$ cat config.mk
export PLATFORM = sky130hd
export DESIGN_NAME = debug_rx_loader
export DESIGN_NICKNAME = d
export VERILOG_FILES = /design/src/rtl/debug_rx_loader.sv
export SDC_FILE = /design/constraint.sdc
export NUM_CORES = 1
export LEC_CHECK = 0
export ABC_AREA = 1
export BUFFER_PORTS_ARGS = -buffer_cell sky130_fd_sc_hd__buf_4
export CAP_MARGIN = 30
export CORE_MARGIN = 2
export CORE_UTILIZATION = 50
export DETAILED_ROUTE_END_ITERATION = 8
export GPL_TIMING_DRIVEN = 0
export PLACE_DENSITY = 0.72
export RECOVER_POWER = 25
export SETUP_SLACK_MARGIN = 0.5
export SLEW_MARGIN = 20
export SYNTH_ARGS = -nofsm -noshare
export SYNTH_HDL_FRONTEND = slang
export SYNTH_SLANG_ARGS = --single-unit
$ cat constraint.sdc
create_clock -name clk -period 2.14 [get_ports clk]
set_input_delay 0.428 -clock clk [delete_from_list [all_inputs] [get_ports clk]]
set_output_delay 0.428 -clock clk [all_outputs]
set_load 0.005 [all_outputs]
$ cat src/rtl/debug_rx_loader.sv
// -----------------------------------------------------------------------------
// debug_rx_loader
//
// Receive-side control FSM of the debugger unit. Sits between the UART
// receiver and the pipeline, decodes single-byte host commands and, for a
// load command, packs incoming bytes MSB-first into instruction words that
// are written to instruction memory one word per write strobe. A load ends
// when the halt word arrives (which is itself written).
//
// Commands decoded in IDLE:
//   0x4C 'L' : start a load at address 0
//   0x52 'R' : one-cycle run pulse
//   0x53 'S' : one-cycle step pulse
//   others   : ignored
//
// Optional build macro:
//   LOADER_TIMEOUT_EN : abort a load with os_error when no byte arrives
//                       for TIMEOUT_CYCLES cycles while in LOAD.
//
// Ports:
//   clk          in   system clock
//   rst          in   synchronous reset, active-high
//   i_rx_data    in   [7:0] received byte, valid while is_rx_done is high
//   is_rx_done   in   one-cycle "byte received" strobe
//   o_mem_we     out  instruction-memory write enable (one-cycle pulse)
//   o_mem_addr   out  [ADDR_W-1:0] word-aligned byte address, held between writes
//   o_mem_data   out  [DATA_W-1:0] write data, held between writes
//   os_run       out  one-cycle run pulse
//   os_step      out  one-cycle step pulse
//   os_load_done out  one-cycle pulse: load ended with the halt word
//   os_error     out  one-cycle pulse: load aborted (overflow / timeout)
//   o_busy       out  high whenever the FSM is not in IDLE
//
// All outputs come from registers or from decoding the registered state;
// nothing passes combinationally from an input to an output.
// -----------------------------------------------------------------------------
module debug_rx_loader #(
    parameter int                DATA_W         = 32,
    parameter int                ADDR_W         = 10,
    parameter int                MEM_WORDS      = 256,
    parameter logic [DATA_W-1:0] HALT_WORD      = {DATA_W{1'b1}},
    parameter int                TIMEOUT_CYCLES = 1000000
) (
    input  logic              clk,
    input  logic              rst,
    input  logic [7:0]        i_rx_data,
    input  logic              is_rx_done,
    output logic              o_mem_we,
    output logic [ADDR_W-1:0] o_mem_addr,
    output logic [DATA_W-1:0] o_mem_data,
    output logic              os_run,
    output logic              os_step,
    output logic              os_load_done,
    output logic              os_error,
    output logic              o_busy
);

    localparam int BYTES = DATA_W / 8;
    localparam int BC_W  = $clog2(BYTES) + 1;
    localparam logic [ADDR_W-1:0] LAST_ADDR = ADDR_W'((MEM_WORDS - 1) * 4);

    localparam logic [7:0] CMD_LOAD = 8'h4C;
    localparam logic [7:0] CMD_RUN  = 8'h52;
    localparam logic [7:0] CMD_STEP = 8'h53;

    // Parameter sanity: word must be whole bytes, the memory must fit the
    // address space, and the timeout must leave room for at least one count.
    if ((DATA_W % 8) != 0 || DATA_W < 16 || (MEM_WORDS * 4) > (2 ** ADDR_W)
        || MEM_WORDS < 1 || TIMEOUT_CYCLES < 2) begin : g_bad_cfg
        $error("debug_rx_loader: illegal parameter combination");
    end

    typedef enum logic [2:0] {
        ST_IDLE  = 3'd0,
        ST_LOAD  = 3'd1,
        ST_WRITE = 3'd2,
        ST_DONE  = 3'd3,
        ST_ERROR = 3'd4
    } state_t;

    state_t              state_r;
    state_t              state_s;
    logic [ADDR_W-1:0]   addr_r;
    logic [BC_W-1:0]     byte_cnt_r;
    // Only the low DATA_W-8 bits of the word ever survive the next shift,
    // so the top byte is not stored here; the full word lives in mem_data_r.
    logic [DATA_W-9:0]   part_r;
    logic [DATA_W-1:0]   shift_s;
    logic                last_byte_s;
    logic [ADDR_W-1:0]   mem_addr_r;
    logic [DATA_W-1:0]   mem_data_r;
    logic                run_r;
    logic                step_r;

    assign shift_s     = {part_r, i_rx_data};
    assign last_byte_s = (byte_cnt_r == BC_W'(BYTES - 1));

`ifdef LOADER_TIMEOUT_EN
    localparam int TMO_W = $clog2(TIMEOUT_CYCLES) + 1;

    logic [TMO_W-1:0] tmo_cnt_r;
    logic             tmo_hit_s;

    assign tmo_hit_s = (state_r == ST_LOAD) && !is_rx_done
                       && (tmo_cnt_r == TMO_W'(TIMEOUT_CYCLES - 1));

    // Inter-byte idle counter: runs only in LOAD, cleared by every strobe.
    // It is already zero on entry because it is held clear outside LOAD.
    always_ff @(posedge clk) begin
        if (rst) begin
            tmo_cnt_r <= '0;
        end else if (state_r != ST_LOAD || is_rx_done) begin
            tmo_cnt_r <= '0;
        end else begin
            tmo_cnt_r <= tmo_cnt_r + TMO_W'(1);
        end
    end
`endif

    // State register.
    always_ff @(posedge clk) begin
        if (rst) begin
            state_r <= ST_IDLE;
        end else begin
            state_r <= state_s;
        end
    end

    // Next-state decode.
    always_comb begin
        state_s = state_r;
        case (state_r)
            ST_IDLE: begin
                if (is_rx_done && (i_rx_data == CMD_LOAD)) begin
                    state_s = ST_LOAD;
                end else begin
                    state_s = ST_IDLE;
                end
            end
            ST_LOAD: begin
                if (is_rx_done && last_byte_s) begin
                    state_s = ST_WRITE;
`ifdef LOADER_TIMEOUT_EN
                end else if (tmo_hit_s) begin
                    state_s = ST_ERROR;
`endif
                end else begin
                    state_s = ST_LOAD;
                end
            end
            ST_WRITE: begin
                // The halt check has priority: a halt word in the last slot
                // is a clean finish, not an overflow.
                if (mem_data_r == HALT_WORD) begin
                    state_s = ST_DONE;
                end else if (addr_r == LAST_ADDR) begin
                    state_s = ST_ERROR;
                end else begin
                    state_s = ST_LOAD;
                end
            end
            ST_DONE:  state_s = ST_IDLE;
            ST_ERROR: state_s = ST_IDLE;
            default:  state_s = ST_IDLE;
        endcase
    end

    // Datapath: command pulses, byte assembly, address counter and the
    // held write address/data presented to memory.
    always_ff @(posedge clk) begin
        if (rst) begin
            addr_r     <= '0;
            byte_cnt_r <= '0;
            part_r     <= '0;
            mem_addr_r <= '0;
            mem_data_r <= '0;
            run_r      <= 1'b0;
            step_r     <= 1'b0;
        end else begin
            run_r  <= 1'b0;
            step_r <= 1'b0;
            case (state_r)
                ST_IDLE: begin
                    if (is_rx_done) begin
                        case (i_rx_data)
                            CMD_LOAD: begin
                                addr_r     <= '0;
                                byte_cnt_r <= '0;
                            end
                            CMD_RUN:  run_r  <= 1'b1;
                            CMD_STEP: step_r <= 1'b1;
                            default:  run_r  <= 1'b0;
                        endcase
                    end else begin
                        run_r <= 1'b0;
                    end
                end
                ST_LOAD: begin
                    if (is_rx_done) begin
                        part_r <= shift_s[DATA_W-9:0];
                        if (last_byte_s) begin
                            // Capture the complete word and its address now so
                            // they are stable for the single WRITE cycle and
                            // held afterwards.
                            byte_cnt_r <= '0;
                            mem_data_r <= shift_s;
                            mem_addr_r <= addr_r;
                        end else begin
                            byte_cnt_r <= byte_cnt_r + BC_W'(1);
                        end
                    end else begin
                        byte_cnt_r <= byte_cnt_r;
                    end
                end
                ST_WRITE: begin
                    if (state_s == ST_LOAD) begin
                        addr_r <= addr_r + ADDR_W'(4);
                        // A strobe in the WRITE cycle is byte 1 of the next
                        // word; on the DONE/ERROR paths it is dropped.
                        if (is_rx_done) begin
                            part_r     <= shift_s[DATA_W-9:0];
                            byte_cnt_r <= BC_W'(1);
                        end else begin
                            byte_cnt_r <= '0;
                        end
                    end else begin
                        addr_r <= addr_r;
                    end
                end
                default: begin
                    addr_r <= addr_r;
                end
            endcase
        end
    end

    assign o_mem_we     = (state_r == ST_WRITE);
    assign o_mem_addr   = mem_addr_r;
    assign o_mem_data   = mem_data_r;
    assign os_run       = run_r;
    assign os_step      = step_r;
    assign os_load_done = (state_r == ST_DONE);
    assign os_error     = (state_r == ST_ERROR);
    assign o_busy       = (state_r != ST_IDLE);

endmodule

* After elaboration in Yosys (flattened, before gate mapping) *
Cells that the tools add are included.

cells by class
  $add $sub $neg = 2
  equality and inequality tests = 15
  multiplexer cells = 21
  bitwise gates (word level) = 2
  reduce and logical (&&, ||, !) cells = 12

operators by type and width
  operator                                       count
  two-way mux 24 bit                             2
  case mux 24 bit (2 select lines)               1
  == test 32 bit, second input constant          1
  two-way mux 10 bit                             3
  == test 8 x 7 -> 1 bit, second input constant  3
  two-way mux 3 bit                              7
  case mux 10 bit (2 select lines)               1
  case mux 3 bit (3 select lines)                2
  adder 10 x 3 -> 10 bit, second input constant  1
  == test 10 bit, second input constant          1
  == test 3 x 2 -> 1 bit, second input constant  3
  == test 3 x 1 -> 1 bit, second input constant  2
  inequality test 2 bit, second input constant   3
  nonzero test 3 bit                             2
  AND reduction 5 bit                            1
  two-way mux 1 bit                              4
  AND reduction 4 bit                            1
  nonzero test 2 bit                             2
  adder 3 x 1 -> 3 bit, second input constant    1
  == test 3 bit, second input constant           1
  logical NOT 3 bit                              1
  AND reduction 3 bit                            1
  OR reduction 3 bit                             1
  logical AND 1 bit                              2
  4 further kinds                                5

storage, ports and cells
  register bits = 84
  bits of input ports = 11
  output and inout port bits = 48
  word-level logic and storage cells = 60

* Depth between registers and ports, before layout *
  word-level depth = 7
  depth in mapped cells = 13
  depth with buffers taken out = 12

* Worst setup path after synthesis *
OpenSTA, ideal clock, no wires.

  kind = reg-to-reg
  start point = reg byte_cnt_r[0]
  end point = reg part_r[10]
  library setup time = 116 ps
  arrival = 1428 ps
  required time = 2024 ps
  path slack = 596 ps
  cell stages (with the launch flop) = 12
  path buffers = 1
  period minus slack after synthesis = 1544 ps
  cell sequence = dfxtp_1 > ha_1 > nand2_1 > nor2_1 > nand2_4 > nand3_2 > nand2_4 > nand2_4 > inv_6 > buf_12 > nor2_1 > nor2_1

between the ends
  longest elaborated chain between the ends = 7

ends and longest elaborated chain
  element                                          RTL line  RTL
  start, declared                                  84        logic [BC_W-1:0] byte_cnt_r;
  start signal, assigned                           209       byte_cnt_r <= byte_cnt_r + BC_W'(1);
  start signal, assigned                           212       byte_cnt_r <= byte_cnt_r;
  == test 3 x 2 -> 1 bit                           96        assign last_byte_s = (byte_cnt_r == BC_W'(BYTES - 1));
  logical AND 1 bit                                141       if (is_rx_done && last_byte_s) begin
  two-way mux 2 bit                                141
  case mux 3 bit (3 select lines)                  132       case (state_r)
  == test 3 x 1 -> 1 bit                           216       if (state_s == ST_LOAD) begin
  inequality test 2 x 1 -> 1 bit (no source line)  --
  AND reduction 2 bit (no source line)             --
  end signal, assigned                             200       part_r <= shift_s[DATA_W-9:0];
  end signal, assigned                             221       part_r <= shift_s[DATA_W-9:0];
  end, declared                                    87        logic [DATA_W-9:0] part_r;

No other way between the ends.
A chain may end at the register's enable or synchronous reset.

* Worst setup path after layout *
  start point = reg state_r[1]
  end point = out o_busy

between the ends
  longest elaborated chain between the ends = 1

ends and longest elaborated chain
  element                 RTL line  RTL
  start, declared         81        state_t state_r;
  start signal, assigned  125       state_r <= state_s;
  nonzero test 3 bit      244       assign o_busy = (state_r != ST_IDLE);
  end, declared           55        output logic o_busy

No other way between the ends.

==> flow_summary.toml <==
[worst_setup_path]
slowest_delay_ns = 0.35
worstPathCellList = "nor2_2, inv_2, nor2_1, inv_1, buf_4"
path_buf_inv = 3
timing.rr.start = "o_mem_data[15]"
r2r_end = "part_r[17]"
worst_setup_path_end_kind = "output port"
startpoint = "state_r[1]"
critPathLaunchType = "register"
r2r_cells = 12
crit_family = "simple AND/OR/NAND/NOR gates"
arrival_ns = 1.35
cp-endpoint = "o_busy"
cp.required_ns = 1.71
path_class = "register to output port"
critPathSlowestCell = "dfxtp_1"
reg2reg_slack_ns = 0.41
path_max_fanout = 4
crit_cells = 5

[global_routing]
gr-total-overflow = 0
grt_use_total_pct = 22.6
grt_pass1_wl_um = 13400
antenna_found_initial = 0
grt_max_degree = 15
first_global_vias = 2855

[logic_synthesis]
synthCells = 458
yosysSeqAreaShare_pct = 47.1
synth.avg_cell_area_um2 = 7.43
synthArstFlopShare_pct = 0
synth_ff_type = "dfxtp_1"
ys_seq_elements = 80
netlist_area_um2 = 3400
ys.warnings.count = 0
synthDistinctLibCells = 33
synth_edf_count = 0

[clock_tree]
clk_path_buf_depth = 2
ctsHoldBuffers = 0
root_buffer = "clkbuf_8"
cts_buffers = 9
cts.reportedPaths.clkPinSlew_ns = 0.08
cts_tree = "yes"
cts_max_level = 3
clock-sinks = 80
clock_latency_ns = 0.35

[die]
dieArea_um2 = 7480
core_um2 = 6680
die_x_um = 86.5
top_level_ports = 59
rows = 30
start_util_pct = 50.9
fp.dieH_um = 86.5

[routing]
top_layer_used = "met4"
drt-initial-drc-count = 177
dr_total_vias = 3257
wirelength_um = 8790
dr_wl_met3_um = 441
wl_met1_um = 4160
drtPass1Iterations = 4
viasPerCell = 5.15
routed-wl-met2_um = 4000
ant_nets = 0
wire_per_inst_um = 13.9
drc = 0

[sta]
finalClockSkew_ns = 0.0104
slew_viol_final = 0
post-route-period-util_pct = 82.9
finalWorstSetupSlack_ns = 0.366
tightest_slew_ns = 0.575
rsz0062_at_grt = "true"
setup_viol = 0
period_minus_slack_ns = 1.77
slew_headroom_pct = 61.7
holdWs_ns = 0.289
finalSetupTns_ns = 0
hold_viol = 0
clock.fmax_ghz = 0.564

[cells_and_area]
fin_nets = 562
n_antenna_cell = 0
areaGrowthSynthToFinish_pct = 33.2
regArea_um2 = 1620
final_layout_size_suffix_gt1_share_pct = 33.5
multiInputGateArea_um2 = 1710
finalNonFillerCells = 633
finalInstanceArea_um2 = 4530
n_fill_cell = 581

[place]
dp_slack_ns = 0.223
postPlaceCellArea_um2 = 3920
dp_hpwl_um = 5940
placed_cells = 594
globalplace.congestion = 0.918
port_buffers = 55

[power_and_ir_drop]
p_leak_nw = 1.89
max-vdd-ir-drop_uv = 311
p_per_area_nw_per_um2 = 575

[run]
maxCapViolCount = 0

[worst_hold_path]
min-delay-path-class = "primary input to register"

[run_status]
outcome = "completed"
cell usage in the layout (no fill, tap or decap), drive strengths merged:
| cell type | netlist | layout |
|---|---|---|
| o211ai | 1 | 1 |
| or2 | 1 | 1 |
| nand2 | 53 | 54 |
| o22ai | 1 | 1 |
| clkinv | 1 | 4 |
| nand4 | 12 | 12 |
| nor3b | 1 | 1 |
| xnor2 | 1 | 1 |
| clkbuf | 13 | 35 |
| nor4 | 2 | 2 |
| conb | 1 | 2 |
| o21ai | 70 | 70 |
| nor2 | 142 | 142 |
| clkinvlp | 0 | 2 |
| ha | 3 | 3 |
| a21oi | 15 | 15 |
| inv | 33 | 33 |
| buf | 11 | 77 |
| dfxtp | 80 | 80 |
| nand3 | 13 | 13 |
| nor3 | 4 | 4 |
routing by layer:
metal  track usage, %  up-vias
li1                 -     1647
met1             32.2     1495
met2             34.7       98
met3             3.33       17
met4             8.66        0
met5                0        -
cell families (layout without fill, tap and decap cells):
logic type	Yosys count	after routing	synth area share, %
simple gates	228	229	29.9
compound gates	87	87	13.2
flops	80	80	47.1
buf+inv	58	151	8.35
fa+ha+maj	3	3	1.10
other cells	1	2	0.110
xor+xnor	1	1	0.257
through the flow:
stage / utilization [%] / power [mW]
final: 67.8 / 2.60
after global routing: 67.8 / 2.70
after CTS: 63.8 / 2.62
after detailed placement: 58.7 / 1.62
after global placement: 58.7 / 1.62
after floorplan: - / 1.58
synthesized netlist by cell type, types with 3 or more instances:
master    count  area [um2]
a21oi_1      14        70.1
buf_2         5        25.0
clkbuf_1     13        48.8
dfxtp_1      80        1600
ha_1          3        37.5
inv_1        28         105
inv_2         4        15.0
nand2_1      49         184
nand2_4       3        33.8
nand3_1      10        50.1
nand3_2       3        30.0
nand4_1      12        75.1
nor2_1      127         477
nor2_2       13        81.3
nor3_1        3        15.0
o21ai_0      62         310
o21ai_1       8        40.0
worst min-delay path by stage:
stage                            start  slack (ns)  depth (start not counted)          to
after floorplan             part_r[19]        0.45                          2  part_r[19]
after global placement      part_r[23]        0.46                          2  part_r[23]
after detailed placement    part_r[23]        0.47                          2  part_r[23]
after CTS                 i_rx_data[0]        0.27                          2      os_run
after global routing      i_rx_data[0]        0.28                          2      os_run
final                     i_rx_data[0]        0.29                          2      os_run
what timing repair did:
action | 4_1_cts | 5_1_grt
endpoints found under the hold margin | 0 | 0
buffers inserted | 10 | 9
setup endpoints to repair | 46 | 52
gates cloned | 2 | 2
pin swaps | 10 | 19
resized for setup | 44 | 67
area by class of cell:
type                    count  area share [%]
plain buffers              24            3.59
repair buffers             77            13.7
clock buffers              11            3.12
clock inverters             5           0.911
inverters                  34            3.09
multi-input cells         322            37.6
well taps                  80            2.21
flip-flops and latches     80            35.8
flip-flops by register name (all words and copies together) (netlist names):
signal	cells
addr_r	8
byte_cnt_r	3
o_mem_addr	8
o_mem_data	32
os_run	1
os_step	1
part_r	24
state_r	3
power breakdown:
group	switching, mW	internal, mW	total [mW]	leakage, nW
Clock	0.552	0.461	1.01	0.0861
Combinational	0.0672	0.0369	0.104	1.16
Sequential	0.00114	1.49	1.49	0.652
No activity file was read; power rests on OpenSTA's default activity.
